File: src/rtl/etapa_fetch_if.sv
// rtl/etapa_fetch_if.sv - IF stage bus: ROM port, SCU/HDU control and IF/ID outputs
interface etapa_fetch_if #(
  parameter int ADDR_W = 10,
  parameter int DATA_W = 32,
  parameter int CNT_W  = 16
);
  logic [ADDR_W-1:0] direccion;
  logic [DATA_W-1:0] instruccion;
  logic              stall;
  logic              redirect;
  logic [ADDR_W-1:0] target;
  logic [DATA_W-1:0] id_instr;
  logic [ADDR_W-1:0] id_pc_plus1;
  logic              id_valid;
  logic              halted;
  logic [CNT_W-1:0]  fetch_count;

  modport master (
    output direccion, id_instr, id_pc_plus1, id_valid, halted, fetch_count,
    input  instruccion, stall, redirect, target
  );

  modport slave (
    input  direccion, id_instr, id_pc_plus1, id_valid, halted, fetch_count,
    output instruccion, stall, redirect, target
  );
endinterface

File: src/rtl/etapa_fetch.sv
// rtl/etapa_fetch.sv - IF stage: PC, synchronous ROM addressing, IF/ID register, stall/redirect/HLT
module etapa_fetch #(
  parameter int                 ADDR_W    = 10,
  parameter int                 DATA_W    = 32,
  parameter logic [ADDR_W-1:0]  RESET_PC  = 10'h000,
  parameter logic [DATA_W-1:0]  HALT_WORD = 32'h00000000,
  parameter logic [DATA_W-1:0]  NOP_WORD  = 32'h00000000,
  parameter int                 CNT_W     = 16
) (
  input  logic         clk,
  input  logic         reset,
  etapa_fetch_if.master bus
);
  typedef enum logic {RUN, HALT} state_t;

  state_t            state_q, state_d;
  logic [ADDR_W-1:0] pc_q, pc_next, pc_plus1;
  logic              halted, halt_hit, load_id;
  logic [CNT_W-1:0]  cnt_q;

  assign pc_plus1 = pc_q + ADDR_W'(1);
  assign halted   = (state_q == HALT);
  // ROM data is already valid on the first cycle after reset, so only the reset cycle itself masks HLT.
  assign halt_hit = (bus.instruccion == HALT_WORD) & ~halted & ~bus.stall & ~bus.redirect & ~reset;
  assign load_id  = ~reset & ~bus.redirect & ~bus.stall & ~halted;

  // pc_next feeds the ROM address directly so that the registered read lines up with pc.
  always_comb begin
    pc_next = pc_plus1;
    if (reset)                   pc_next = RESET_PC;
    else if (bus.redirect)       pc_next = bus.target;
    else if (bus.stall)          pc_next = pc_q;
    else if (halted || halt_hit) pc_next = pc_q;
  end

  always_comb begin
    state_d = state_q;
    if (reset)             state_d = RUN;
    else if (bus.redirect) state_d = RUN;
    else if (halt_hit)     state_d = HALT;
  end

  always_ff @(posedge clk) begin
    if (reset) begin
      state_q <= RUN;
      pc_q    <= RESET_PC;
    end else begin
      state_q <= state_d;
      pc_q    <= pc_next;
    end
  end

  // Bubbles keep the previous id_pc_plus1; id_valid=0 marks them.
  always_ff @(posedge clk) begin
    if (reset) begin
      bus.id_valid    <= 1'b0;
      bus.id_instr    <= NOP_WORD;
      bus.id_pc_plus1 <= '0;
    end else if (bus.redirect) begin
      bus.id_valid    <= 1'b0;
      bus.id_instr    <= NOP_WORD;
    end else if (bus.stall) begin
      bus.id_valid    <= bus.id_valid;
    end else if (halted) begin
      bus.id_valid    <= 1'b0;
      bus.id_instr    <= NOP_WORD;
    end else begin
      bus.id_valid    <= 1'b1;
      bus.id_instr    <= bus.instruccion;
      bus.id_pc_plus1 <= pc_plus1;
    end
  end

  always_ff @(posedge clk) begin
    if (reset)                      cnt_q <= '0;
    else if (load_id && cnt_q != '1) cnt_q <= cnt_q + CNT_W'(1);
  end

  assign bus.direccion   = pc_next;
  assign bus.halted      = halted;
  assign bus.fetch_count = cnt_q;
endmodule

File: src/flat_wrapper.sv
// flat-port wrapper written by rule: the top's interface ports become plain ports
module etapa_fetch_flat 
#(
  parameter int                 ADDR_W    = 10,
  parameter int                 DATA_W    = 32,
  parameter logic [ADDR_W-1:0]  RESET_PC  = 10'h000,
  parameter logic [DATA_W-1:0]  HALT_WORD = 32'h00000000,
  parameter logic [DATA_W-1:0]  NOP_WORD  = 32'h00000000,
  parameter int                 CNT_W     = 16
)
  (clk, reset, bus_direccion, bus_id_instr, bus_id_pc_plus1, bus_id_valid, bus_halted, bus_fetch_count, bus_instruccion, bus_stall, bus_redirect, bus_target);
  etapa_fetch_if #(.ADDR_W(ADDR_W), .DATA_W(DATA_W), .CNT_W(CNT_W)) bus_i ();
  input  logic clk;
  input  logic reset;
  output wire logic [$bits(bus_i.direccion)-1:0] bus_direccion;
  output wire logic [$bits(bus_i.id_instr)-1:0] bus_id_instr;
  output wire logic [$bits(bus_i.id_pc_plus1)-1:0] bus_id_pc_plus1;
  output wire logic [$bits(bus_i.id_valid)-1:0] bus_id_valid;
  output wire logic [$bits(bus_i.halted)-1:0] bus_halted;
  output wire logic [$bits(bus_i.fetch_count)-1:0] bus_fetch_count;
  input wire logic [$bits(bus_i.instruccion)-1:0] bus_instruccion;
  input wire logic [$bits(bus_i.stall)-1:0] bus_stall;
  input wire logic [$bits(bus_i.redirect)-1:0] bus_redirect;
  input wire logic [$bits(bus_i.target)-1:0] bus_target;
  assign bus_direccion = bus_i.direccion;
  assign bus_id_instr = bus_i.id_instr;
  assign bus_id_pc_plus1 = bus_i.id_pc_plus1;
  assign bus_id_valid = bus_i.id_valid;
  assign bus_halted = bus_i.halted;
  assign bus_fetch_count = bus_i.fetch_count;
  assign bus_i.instruccion = bus_instruccion;
  assign bus_i.stall = bus_stall;
  assign bus_i.redirect = bus_redirect;
  assign bus_i.target = bus_target;
  etapa_fetch #(.ADDR_W(ADDR_W), .DATA_W(DATA_W), .RESET_PC(RESET_PC), .HALT_WORD(HALT_WORD), .NOP_WORD(NOP_WORD), .CNT_W(CNT_W)) u_core (.clk(clk), .reset(reset), .bus(bus_i));
endmodule
File: config.mk
export PLATFORM = sky130hd
export DESIGN_NAME = etapa_fetch_flat
export DESIGN_NICKNAME = d
export VERILOG_FILES = /design/src/rtl/etapa_fetch_if.sv /design/src/rtl/etapa_fetch.sv /design/src/flat_wrapper.sv
export SDC_FILE = /design/constraint.sdc
export NUM_CORES = 1
export LEC_CHECK = 0
export CAP_MARGIN = 15
export CORE_AREA = 2 2 91 93
export CTS_CLUSTER_DIAMETER = 200
export CTS_CLUSTER_SIZE = 40
export DETAILED_ROUTE_END_ITERATION = 8
export DIE_AREA = 0 0 93 95
export HOLD_SLACK_MARGIN = 0.08
export PLACE_DENSITY = 0.86
export SLEW_MARGIN = 0
export SYNTH_ARGS = -nofsm -noshare
export SYNTH_HDL_FRONTEND = slang
export SYNTH_SLANG_ARGS = --single-unit
File: constraint.sdc
create_clock -name clk -period 1.92 [get_ports clk]
set_input_delay 0.192 -clock clk [delete_from_list [all_inputs] [get_ports clk]]
set_output_delay 0.192 -clock clk [all_outputs]
set_load 0.02 [all_outputs]
Word level (Yosys, flattened, before mapping)
Index checks and enable logic that the tools add are counted.
Storage, ports and cells
  register bits after elaboration: 70
  latch bits: 0
  bits in writable memories: 0
  memory bits (read-only): 0
  input bits: 46
  output and inout port bits: 70
  word-level logic and storage cells: 31
  memories kept: 0
Cells by class
  add/subtract/negate cells: 2
  multipliers: 0
  div/mod/pow operators: 0
  magnitude comparators: 0
  equality and inequality tests: 1
  shift-type cells: 0
  mux-type cells: 6
  bitwise logic cells: 11
  reductions and logical operators: 5
Operator list (count)
  $mux W10: 4
  $logic_not A32 Y1: 1
  $mux W32: 1
  $add A16 B1 Y16 const B: 1
  $ne A16 B16 Y1 const B: 1
  $add A10 B1 Y10 const B: 1
  $and A1 B1 Y1: 7
  $not A1 Y1: 4
  $reduce_and A3 Y1: 1
  $reduce_or A2 Y1: 1
  $logic_and A1 B1 Y1: 1
  $logic_or A1 B1 Y1: 1
  $mux W1: 1

Depth between registers and ports, before layout
  depth in word-level cells: 10
  mapped depth: 9
  gate-level depth less buffers: 6

Worst setup path after synthesis
Ideal clock, no wire load.
  path type: register -> output
  start: reg u_core.state_q, in the netlist u_core.bus.halted
  end: out bus_direccion[5]
  data arrival time: 2.142 ns
  data required time: 1.728 ns
  slack: -0.414 ns
  stages on the path, launching flop included: 9
  path through: dfxtp_1 nor4_4 buf_6 nand3_4 nor3_4 buf_6 buf_8 o31ai_1 a311oi_1
On the way
  word-level cells in the longest chain between the ends: 10
RTL lines
  from (decl): line etapa_fetch.sv:16  | state_t state_q, state_d;
  from (signal assigned): line etapa_fetch.sv:48  | state_q <= state_d;
  $not A1 Y1: line etapa_fetch.sv:24  | assign halt_hit = (bus.instruccion == HALT_WORD) & ~halted & ~bus.stall & ~bus.redirect & ~reset;
  $and A1 B1 Y1 (4 in series): line etapa_fetch.sv:24
  $logic_or A1 B1 Y1 (*): line etapa_fetch.sv:33  | else if (halted || halt_hit) pc_next = pc_q;
  $mux W10 (*): line etapa_fetch.sv:33
  $mux W10 (*): line etapa_fetch.sv:32  | else if (bus.stall) pc_next = pc_q;
  $mux W10 (*): line etapa_fetch.sv:31  | else if (bus.redirect) pc_next = bus.target;
  $mux W10 (*): line etapa_fetch.sv:30  | if (reset) pc_next = RESET_PC;
  to (decl): line flat_wrapper.sv:15  | output wire logic [$bits(bus_i.direccion)-1:0] bus_direccion;
Every way passes the cells marked *; elsewhere a longest branch is shown, timed or not.

Final worst setup path
  start: reg u_core.state_q, in the netlist u_core.bus.halted
  end: out bus_direccion[4]
Same word-level chain as after synthesis.

==> reports/metrics.yaml <==
post-route-period-util_pct: 123.5
peakVddDrop_v: 0.0005159
via_per_inst: 5.354
fin_tns_setup_ns: -4.517
drt-total-wl_um: 9896
track_usage_pct: 21.38
route.met3.wl_um: 585
dpl.hpwl_um: 6394
fin_ws_ns: -0.4511
num_rows: 33
cp_common_cell: "buf_4"
wl_met2_um: 5070
dieArea_um2: 8835
vias: 3143
fmax_ghz: 0.4217
antenna_found_initial: 0
critPathRequiredTime_ns: 1.73
ys_ff_latch: 70
syn_inst: 304
area_growth_pct: 83.89
grt_first_pass_wirelength_um: 14940
critPathCaptureType: "output pin"
rsz0062_at_grt: "true"
detail-route-antenna-nets: 0
port_buffers: 115
h-tree-depth: 3
syn_nets: 352
power_density_nw_per_um2: 635.0
outcome: "complete, but fails checks"
p_total_mw: 3.474
grt_max_degree: 47
min_path_type: "in2reg"
drive_gt1_share_pct: 30.08
path_cells: "buf_4 > or2_4 > or4_4 > a311oi_2 > buf_4"
critPathMaxStageDelay_ns: 0.55
antenna_cells: 0
die_w_um: 93
ios: 116
clockRootBuffer: "clkbuf_8"
initial_core_util_pct: 37.53
finalClockSkew_ns: 0.008120
seq_area_frac_synth_pct: 47.10
tightest_slew_ns: 0.5963
cts_tree: "yes"
cts_made_buffers: 9
synth_edf_count: 0
grt-ovfl-total: 0
violations: "negative setup slack"
avgSynthCellArea_um2: 9.787
clkLatencyLatePin_ns: 0.34
leakagePower_nw: 2.237
nets: 525
startpoint_type: "register"
wl_per_cell_um: 16.86
post-route-drc-count: 0
min_period_ns: 2.371
drtIter0Drc: 90
finalSetupViolations: 20
slew_viol_final: 0
detail_route.first_pass.iterations: 4
drv_cap: 0
critPathMaxFanout: 8
cp.arrival_ns: 2.18
core-area_um2: 7928
place.gp.congestion: 0.8384
numClockSinks: 70
synthArstFlopShare_pct: 0
fillers: 601
fin_hold_ws_ns: 0.1465
die_h_um: 95
ys.flop_type: "dfxtp_1"
slew_headroom_pct: 60.24
cpMaxStageDelayCell: "or4_4"
netlist_area_um2: 2975
clock_path_buffers: 2
finalHoldViolCount: 0
yosys_warnings: 0
grt_pass1_vias: 3063
synth_cell_types: 46
fin_util_pct: 69.02
clk_pin_slew_worst_paths_ns: 0.08
top_layer: "met4"
path_class: "reg2out"
wl_met1_um: 4050
cells by family (layout without fill, tap and decap cells):
family / count (synthesis) / after routing / share of synthesized area [%]
adders and majority gates: 2 / 2 / 0.8409
muxes: 2 / 2 / 0.6729
buffers and inverters: 25 / 203 / 4.079
AOI/OAI and AO/OA: 82 / 82 / 22.16
xor gates and xnor gates: 21 / 21 / 6.181
and+or+nand+nor: 102 / 102 / 18.97
DFF: 70 / 70 / 47.10
sequential cells by signal, summed over array words and instances (netlist names):
| name | flops |
|---|---|
| u_core.pc_q | 10 |
| u_core.bus.id_pc_plus1 | 10 |
| u_core.bus.id_instr | 32 |
| u_core.bus.id_valid | 1 |
| u_core.bus.fetch_count | 16 |
| u_core.bus.halted | 1 |
power breakdown:
group          switching [mW]  total (mW)  internal [mW]
sequential             0.0386        1.54           1.50
combinational           0.303       0.622          0.319
clock                   0.580        1.31          0.730
worst max-delay path: cells and delay by family, from the launching register on:
| family | cells | cell delay, ns |
|---|---|---|
| AOI/OAI and AO/OA | 1 | 0.30 |
| buffers and inverters | 2 | 0.32 |
| DFF | 1 | 0.37 |
| and+or+nand+nor | 2 | 0.85 |
worst paths after layout:
| kind | startpoint | to | slack, ns | cells after the start |
|---|---|---|---|---|
| min reg2reg | u_core.bus.id_valid$_SDFFE_PP0N_ | u_core.bus.id_valid$_SDFFE_PP0N_ | 0.46 | 1 |
| max | u_core.bus.halted$_SDFFE_PP0P_ | bus_direccion[4] | -0.45 | 5 |
| min | bus_instruccion[9] | u_core.bus.id_instr[9]$_SDFFE_PP0N_ | 0.15 | 2 |
| max reg2reg | u_core.bus.halted$_SDFFE_PP0P_ | u_core.bus.fetch_count[3]$_SDFFE_PP0P_ | -0.10 | 6 |
stage by stage:
stage	worst slack [ns]	instance area [um2]	cells
finish	-0.4511	5472	587
global route	-0.5666	5472	587
CTS	-0.4857	5205	574
detailed placement	-1.051	4763	551
global placement	-1.065	4763	551
floorplan	-0.05039	3179	304
layout by cell type (no fill, tap or decap), types with 3 or more instances in the layout:
cell,count
a22o_1,32
and3_1,3
a311oi_1,8
nand3_1,5
buf_4,57
dlygate4sd2_1,9
clkbuf_8,9
dfxtp_1,66
o21ai_4,4
dlymetal6s2s_1,25
nand2_1,11
buf_12,7
or4_4,5
buf_6,14
a311oi_4,6
a21oi_1,3
nor2_1,33
clkdlybuf4s50_1,70
o31ai_4,5
dfxtp_4,3
nand4_1,10
nor4_4,6
xor2_1,16
a211oi_1,9
xnor2_1,5
and4_1,4
cell usage after synthesis, types with 2 or more instances:
cell type / count / area, um2
o211ai_1: 2 / 15.01
and2_1: 2 / 12.51
o21ai_2: 2 / 17.52
a31oi_1: 2 / 12.51
buf_6: 2 / 22.52
nand2_1: 11 / 41.29
a211oi_1: 9 / 67.56
nor2_1: 36 / 135.1
or3_1: 4 / 25.02
xnor2_1: 5 / 43.79
xor2_1: 16 / 140.1
a311oi_1: 16 / 140.1
nor4_1: 8 / 50.05
ha_1: 2 / 25.02
nor3_1: 3 / 15.01
mux2i_1: 2 / 20.02
dfxtp_1: 70 / 1401
o21ai_1: 3 / 15.01
nand4_1: 10 / 62.56
and3_1: 3 / 18.77
o31ai_1: 5 / 37.54
o31a_1: 2 / 17.52
a22o_1: 32 / 280.3
inv_1: 2 / 7.510
o21ai_0: 2 / 10.01
and4_1: 4 / 35.03
or4_1: 5 / 37.54
nand3_1: 7 / 35.03
clkbuf_1: 18 / 67.56
a21oi_1: 3 / 15.01
timing repair:
action,4_1_cts,5_1_grt
setup endpoints to repair,27,26
pin swaps,18,26
gates cloned,1,0
buffers inserted,7,14
hold buffers,0,0
resized for setup,98,46
cell type report:
class | instances | area (um2) | area share, %
Multi-Input combinational cell | 209 | 1863 | 34.05
Timing Repair Buffer | 184 | 1838 | 33.59
Sequential cell | 70 | 1414 | 25.84
Tap cell | 105 | 131.4 | 2.401
Clock buffer | 10 | 127.6 | 2.332
Clock inverter | 6 | 86.33 | 1.578
Inverter | 3 | 11.26 | 0.2058
layer usage:
| metal | GRT usage [%] | up-vias |
|---|---|---|
| li1 | - | 1501 |
| met1 | 24.94 | 1507 |
| met2 | 37.26 | 112 |
| met3 | 6.065 | 23 |
| met4 | 8.211 | 0 |
| met5 | 0 | - |
(Power assumes the default switching activity.)
